--- src/rtl/ip_tone_gen.sv ---
// I/O-mapped square-wave tone generator: programmable half-period, volume and
// optional millisecond duration, producing a gated level for the PWM stage.
module ip_tone_gen #(
  parameter logic [7:0]  io_address = 8'h10,
  parameter int unsigned ms_divider = 1000
) (
  input  logic        clk,
  input  logic        n_reset,
  input  logic        enable_1mhz,
  input  logic [15:0] bus_address,
  input  logic        bus_io,
  input  logic        bus_read,
  input  logic        bus_write,
  input  logic [7:0]  bus_write_data,
  output logic        bus_io_cs,
  output logic        bus_read_ready,
  output logic [7:0]  bus_read_data,
  output logic [15:0] signal_level,
  output logic        tone_active
);

  localparam int MS_W = (ms_divider > 1) ? $clog2(ms_divider) : 1;
  localparam logic [MS_W-1:0] MS_LAST = MS_W'(ms_divider - 1);

  logic [15:0]     period;
  logic [15:0]     div_cnt;
  logic [7:0]      shadow_lo;
  logic [7:0]      volume;
  logic [7:0]      dur_cnt;
  logic [MS_W-1:0] ms_cnt;
  logic            enable;
  logic            busy;
  logic            phase;

  logic [2:0] offset;
  logic       wr_any;
  logic       rd_any;
  logic       wr_lo, wr_hi, wr_vol, wr_ctrl, wr_dur;
  logic       ms_tick;
  logic       expire;
  logic [7:0] rd_mux;
  logic       unused_addr_hi;

  assign unused_addr_hi = ^bus_address[15:8];

  // Base is 8-aligned, so the low three address bits are the register offset.
  assign offset    = bus_address[2:0];
  assign bus_io_cs = bus_io && (bus_address[7:3] == io_address[7:3]) && (offset <= 3'd4);

  assign wr_any  = bus_write && bus_io_cs;
  assign rd_any  = bus_read && bus_io_cs;
  assign wr_lo   = wr_any && (offset == 3'd0);
  assign wr_hi   = wr_any && (offset == 3'd1);
  assign wr_vol  = wr_any && (offset == 3'd2);
  assign wr_ctrl = wr_any && (offset == 3'd3);
  assign wr_dur  = wr_any && (offset == 3'd4);

  assign tone_active = enable && (period != 16'd0);

  // A CPU write to control or duration in the expiry clk cancels the auto-stop.
  assign ms_tick = enable_1mhz && busy && (ms_cnt == MS_LAST);
  assign expire  = ms_tick && (dur_cnt == 8'd1) && !wr_ctrl && !wr_dur;

  always_ff @(posedge clk or negedge n_reset) begin
    if (!n_reset) begin
      period    <= 16'd0;
      shadow_lo <= 8'd0;
      volume    <= 8'hFF;
      enable    <= 1'b0;
      busy      <= 1'b0;
      div_cnt   <= 16'd0;
      phase     <= 1'b0;
      ms_cnt    <= '0;
      dur_cnt   <= 8'd0;
    end else begin
      if (wr_lo)  shadow_lo <= bus_write_data;
      if (wr_hi)  period    <= {bus_write_data, shadow_lo};
      if (wr_vol) volume    <= bus_write_data;

      // Reload reads the pre-write period, so a new period starts on a clean edge.
      if (enable_1mhz) begin
        if (!enable || (period == 16'd0)) begin
          div_cnt <= 16'd0;
          phase   <= 1'b0;
        end else if (div_cnt == 16'd0) begin
          div_cnt <= period;
          phase   <= ~phase;
        end else begin
          div_cnt <= div_cnt - 16'd1;
        end
      end

      if (enable_1mhz && busy) begin
        ms_cnt <= (ms_cnt == MS_LAST) ? '0 : ms_cnt + 1'b1;
        if (ms_tick) begin
          dur_cnt <= dur_cnt - 8'd1;
          if (dur_cnt == 8'd1) busy <= 1'b0;
        end
      end

      if (expire) begin
        enable <= 1'b0;
        phase  <= 1'b0;
      end

      if (wr_ctrl) begin
        enable <= bus_write_data[0];
        if (!bus_write_data[0]) busy <= 1'b0;
      end

      if (wr_dur) begin
        if (bus_write_data == 8'd0) begin
          busy <= 1'b0;
        end else begin
          dur_cnt <= bus_write_data;
          ms_cnt  <= '0;
          busy    <= 1'b1;
        end
      end
    end
  end

  always_comb begin
    rd_mux = 8'h00;
    case (offset)
      3'd0:    rd_mux = period[7:0];
      3'd1:    rd_mux = period[15:8];
      3'd2:    rd_mux = volume;
      3'd3:    rd_mux = {phase, 5'b00000, busy, enable};
      3'd4:    rd_mux = dur_cnt;
      default: rd_mux = 8'h00;
    endcase
  end

  always_ff @(posedge clk or negedge n_reset) begin
    if (!n_reset) begin
      bus_read_ready <= 1'b0;
      bus_read_data  <= 8'h00;
    end else begin
      bus_read_ready <= rd_any;
      if (rd_any) bus_read_data <= rd_mux;
    end
  end

  always_ff @(posedge clk or negedge n_reset) begin
    if (!n_reset) signal_level <= 16'h0000;
    else          signal_level <= (phase && enable) ? {volume, 8'h00} : 16'h0000;
  end

endmodule

--- config.mk ---
export PLATFORM = sky130hd
export DESIGN_NAME = ip_tone_gen
export DESIGN_NICKNAME = d
export VERILOG_FILES = /design/src/rtl/ip_tone_gen.sv
export SDC_FILE = /design/constraint.sdc
export NUM_CORES = 1
export LEC_CHECK = 0
export CAP_MARGIN = 20
export CORE_UTILIZATION = 56
export CTS_CLUSTER_SIZE = 24
export DETAILED_ROUTE_END_ITERATION = 6
export PLACE_DENSITY_LB_ADDON = 0.25
export SYNTH_ARGS = -nofsm -noshare
export SYNTH_HDL_FRONTEND = slang
export SYNTH_SLANG_ARGS = --single-unit
--- constraint.sdc ---
create_clock -name clk -period 2.7 [get_ports clk]
set_input_delay 0.54 -clock clk [delete_from_list [all_inputs] [get_ports clk]]
set_output_delay 0.54 -clock clk [all_outputs]
set_load 0.01 [all_outputs]
==> results.md <==
- flops & latches, synth: 86
- startpoint kind of the worst setup timing path: flip-flop
- number of filler cells placed in the layout: 599
- Core ar.: 7727 um2
- DIE AREA: 8383 um2
- part of the Yosys area used for sequential elements: 48.13%
- worst setup slack after layout: 0.06206 ns
- Reg2Reg Launch Point: period[11]
- number of antenna cells inserted: 0
- global route overflow: 0
- clk slew on worst S/H paths: 0.08 ns
- I/O pins: 57
- CTS Root Cell: sky130_fd_sc_hd__clkbuf_8
- final instance count without filler cells: 606
- CTS sink cnt: 86
- post-detailed-route DRC marker count: 0
- fraction of power spent switching nets: 27.22%
- cell area power density: 477.9 nW/um2
- critical path class: reg -> out
- Yosys cell types: 57
- post-synth top area share: 43.45%
- Max Cap Viol: 0
- cell taking the most area after synthesis: sky130_fd_sc_hd__dfrtp_1
- Buffers on Ports: 40
- internal reg-to-reg setup slack: 0.59 ns
- residual antenna-violating net count after detailed routing: 0
- vias in the first global route: 3541
- type of the worst min-delay path: in -> async
- final worst-path cycle share: 97.70%
- total iterations of the first detailed-routing run: 5
- Hold Violations, Final: 0
- number of synthesized flops with an enable pin: 0
- routed length per instance: 18.01 um
- capturing point of the worst reg2reg path: div_cnt[2]
- worst slack at placement: -0.1194 ns
- P&R area growth vs syn: 18.50%
- per-cell via count in the routed design: 6.020
- Static Leak: 0.002432 uW
- die width: 91.56 um
- final HPWL from detailed placement: 8030 um
- run status: finished clean
- worst slew slack as a fraction of its limit: 55.53%
- unrepaired setup endpoints after global routing: false
- maximum operating frequency: 379.1 MHz
- final critical delay including setup and external delays: 2.638 ns
- wire length reported by the detailed router: 10920 um
- antenna violations before repair: 0
- maximum single-stage delay on the critical path: 0.52 ns
- number of DRC markers after the initial detailed-route iteration: 211
- Row Count: 32
- Skew-Pair Late Insertion Delay: 0.35 ns
- Setup violations, final: 0
- Post-Synthesis Mean Instance Area: 10.23 um2
- NumNets Final: 534
- total vias in the final route: 3648
- Combinational Power Share: 13.2%
- proportion of power drawn by flip-flops and latches: 54.0%
- Final GP Congestion: 0.8938
- fin. max-slew vios: 0
- Cell Int Power: 1851 uW
- layout cell share with drive strength beyond 1: 21.43%
- area of the mapped netlist: 4492 um2
- starting utilization of the core area: 58.13%
- Overall Global Routing Usage: 27.23%
- Net Sw Power: 692.3 uW
- count of buffering cells on the critical path with inverters included: 2
- cell types with the largest area share after synthesis: sky130_fd_sc_hd__dfrtp_1, sky130_fd_sc_hd__mux2_2, sky130_fd_sc_hd__dfstp_2, sky130_fd_sc_hd__o21ai_0, sky130_fd_sc_hd__nand2_1
- clock buffer count from CTS: 9
- worst path cell trace: or4_4, o41ai_4, inv_2, dlygate4sd2_1
- highest-delay cell along the critical path: sky130_fd_sc_hd__or4_4
- clock tree from TritonCTS: done
- Worst Path Required: 2.16 ns
- area post-placement: 5120 um2
- clock network power share: 32.8%
- gate family responsible for the most delay along the worst path: simple AND/OR/NAND/NOR gates
- type of element capturing the critical path: primary output
- Synth Instances: 439
- most used flip-flop cell after synthesis: sky130_fd_sc_hd__dfrtp_1
- total instance count after detailed placement: 588
- top fanout value on the critical path: 4
- worst clock skew: 0.008069 ns
- critical path arrival: 2.10 ns
- maximum resistive drop on vdd: 0.2973 mV
- H-tree lvl count: 3
- number of buffers between clock root and the deepest sink: 2
- final design instance area without fill: 5323 um2
- slew of the pin with the lowest slew margin: 0.6615 ns
- synthesis warning total: 0
- core utilization of the finished layout: 68.88%
- R2R cell count: 6
- Die Span Y: 91.56 um
- proportion of synthesized flip-flops having asynchronous set or reset: 100.0%
- largest net degree at the start of global routing: 45
- wire length of the first global-routing pass: 17770 um
==> cells in the final DEF, fill, tap and decap left out, types with 3 or more instances in the layout <==
cell type and count:
sky130_fd_sc_hd__or2_2 3, sky130_fd_sc_hd__mux2i_1 7, sky130_fd_sc_hd__a211oi_1 5, sky130_fd_sc_hd__nand4_1 6
sky130_fd_sc_hd__dfrtp_1 77, sky130_fd_sc_hd__nand3_1 11, sky130_fd_sc_hd__conb_1 8, sky130_fd_sc_hd__nand2b_1 4
sky130_fd_sc_hd__buf_4 30, sky130_fd_sc_hd__clkdlybuf4s50_1 37, sky130_fd_sc_hd__o22ai_1 5, sky130_fd_sc_hd__and3_1 15
sky130_fd_sc_hd__nor3_1 12, sky130_fd_sc_hd__a31oi_1 5, sky130_fd_sc_hd__nand2_1 40, sky130_fd_sc_hd__or4_1 3
sky130_fd_sc_hd__dfstp_2 8, sky130_fd_sc_hd__a22oi_1 5, sky130_fd_sc_hd__xnor2_1 5, sky130_fd_sc_hd__clkbuf_8 11
sky130_fd_sc_hd__nor2_1 32, sky130_fd_sc_hd__nor2b_1 5, sky130_fd_sc_hd__and2_1 4, sky130_fd_sc_hd__xor2_1 11
sky130_fd_sc_hd__a21oi_1 18, sky130_fd_sc_hd__ha_1 5, sky130_fd_sc_hd__o21ai_0 32, sky130_fd_sc_hd__mux2_2 36
sky130_fd_sc_hd__inv_1 9, sky130_fd_sc_hd__nor4_1 8
==> worst max path at each step <==
stage	start	endpoint	depth (start not counted)
2_1_floorplan	bus_address[3]	period[10]	6
3_3_place_gp	bus_address[3]	bus_io_cs	5
3_5_place_dp	bus_address[3]	bus_io_cs	5
4_1_cts	period[15]	tone_active	4
5_1_grt	period[13]	tone_active	4
6_report	period[11]	tone_active	4
==> kinds of logic after synthesis <==
kind of cell	after synthesis	share of synthesized area (%)
mux	44	11.09
compound gates	90	12.81
simple gates	158	18.83
flops	86	48.13
fa+ha+maj	5	1.393
other cells	1	0.08349
buf+inv	39	4.540
xor+xnor	16	3.120
==> power groups by stage <==
stage               Combinational [uW]  Sequential, uW  Clock [uW]
floorplan                          204            1380           0
finish                             336            1370         835
detailed placement                 332            1400           0
CTS                                334            1370         862
global placement                   317            1390           0
global route                       366            1380         914
==> layout make-up <==
class | instances | area, um2 | share of cell area (%)
timing repair buffer | 71 | 653.1 | 12.27
clock inverter | 5 | 33.78 | 0.6347
inverter | 10 | 37.54 | 0.7052
sequential | 86 | 2163 | 40.64
multi-input combinational | 321 | 2156 | 40.50
tap | 102 | 127.6 | 2.398
clock buffer | 11 | 151.4 | 2.844
==> Yosys cell counts (3+ instances only) <==
cell type and number:
sky130_fd_sc_hd__dfrtp_1 78, sky130_fd_sc_hd__nand2_1 40, sky130_fd_sc_hd__mux2_2 36, sky130_fd_sc_hd__nor2_1 32
sky130_fd_sc_hd__o21ai_0 32, sky130_fd_sc_hd__a21oi_1 18, sky130_fd_sc_hd__and3_1 15, sky130_fd_sc_hd__clkbuf_1 15
sky130_fd_sc_hd__nor3_1 12, sky130_fd_sc_hd__buf_4 11, sky130_fd_sc_hd__nand3_1 11, sky130_fd_sc_hd__xor2_1 11
sky130_fd_sc_hd__inv_1 9, sky130_fd_sc_hd__dfstp_2 8, sky130_fd_sc_hd__nor4_1 8, sky130_fd_sc_hd__mux2i_1 7
sky130_fd_sc_hd__nand4_1 6, sky130_fd_sc_hd__a211oi_1 5, sky130_fd_sc_hd__a22oi_1 5, sky130_fd_sc_hd__a31oi_1 5
sky130_fd_sc_hd__ha_1 5, sky130_fd_sc_hd__nor2b_1 5, sky130_fd_sc_hd__o22ai_1 5, sky130_fd_sc_hd__xnor2_1 5
sky130_fd_sc_hd__and2_1 4, sky130_fd_sc_hd__nand2b_1 4, sky130_fd_sc_hd__or4_1 4, sky130_fd_sc_hd__or2_2 3
==> per-layer routing <==
layer	share of wire [%]	up-vias	track usage [%]
li1	-	1693	-
met1	44	1812	36.85
met2	48	122	44.17
met3	5.3	21	5.946
met4	1.7	0	7.407
met5	0	-	0
==> registers in the layout, summed over array words and instances (netlist names) <==
name	cells
div_cnt	16
phase	1
busy	1
enable	1
shadow_lo	8
volume	8
ms_cnt	10
signal_level	8
dur_cnt	8
period	16
bus_read_ready	1
bus_read_data	8
==> worst register-to-register path: stages (launching register included) <==
cell	delay (ns)
sky130_fd_sc_hd__dfrtp_2	0.46
sky130_fd_sc_hd__or4_4	0.52
sky130_fd_sc_hd__o41ai_4	0.40
sky130_fd_sc_hd__inv_2	0.09
sky130_fd_sc_hd__buf_4	0.17
sky130_fd_sc_hd__nand2_1	0.19
sky130_fd_sc_hd__o221ai_1	0.16
==> repair_timing <==
action | CTS | global route
hold buffers | 0 | 0
pin swaps | 1 | 1
resized for setup | 4 | 0
setup endpoints to repair | 2 | 1
buffers inserted | 2 | 0
endpoints found under the hold margin | 0 | 0
==> through the flow <==
step                      power [uW]  TNS [ns]  hold slack, ns
after floorplan                 1586         0          0.2444
after global placement          1711   -0.1705          0.4551
after detailed placement        1729   -0.6820          0.4718
after CTS                       2569         0          0.1871
after global routing            2658         0          0.2098
final                           2543         0          0.1750
Power figures use the tool's default switching activity.
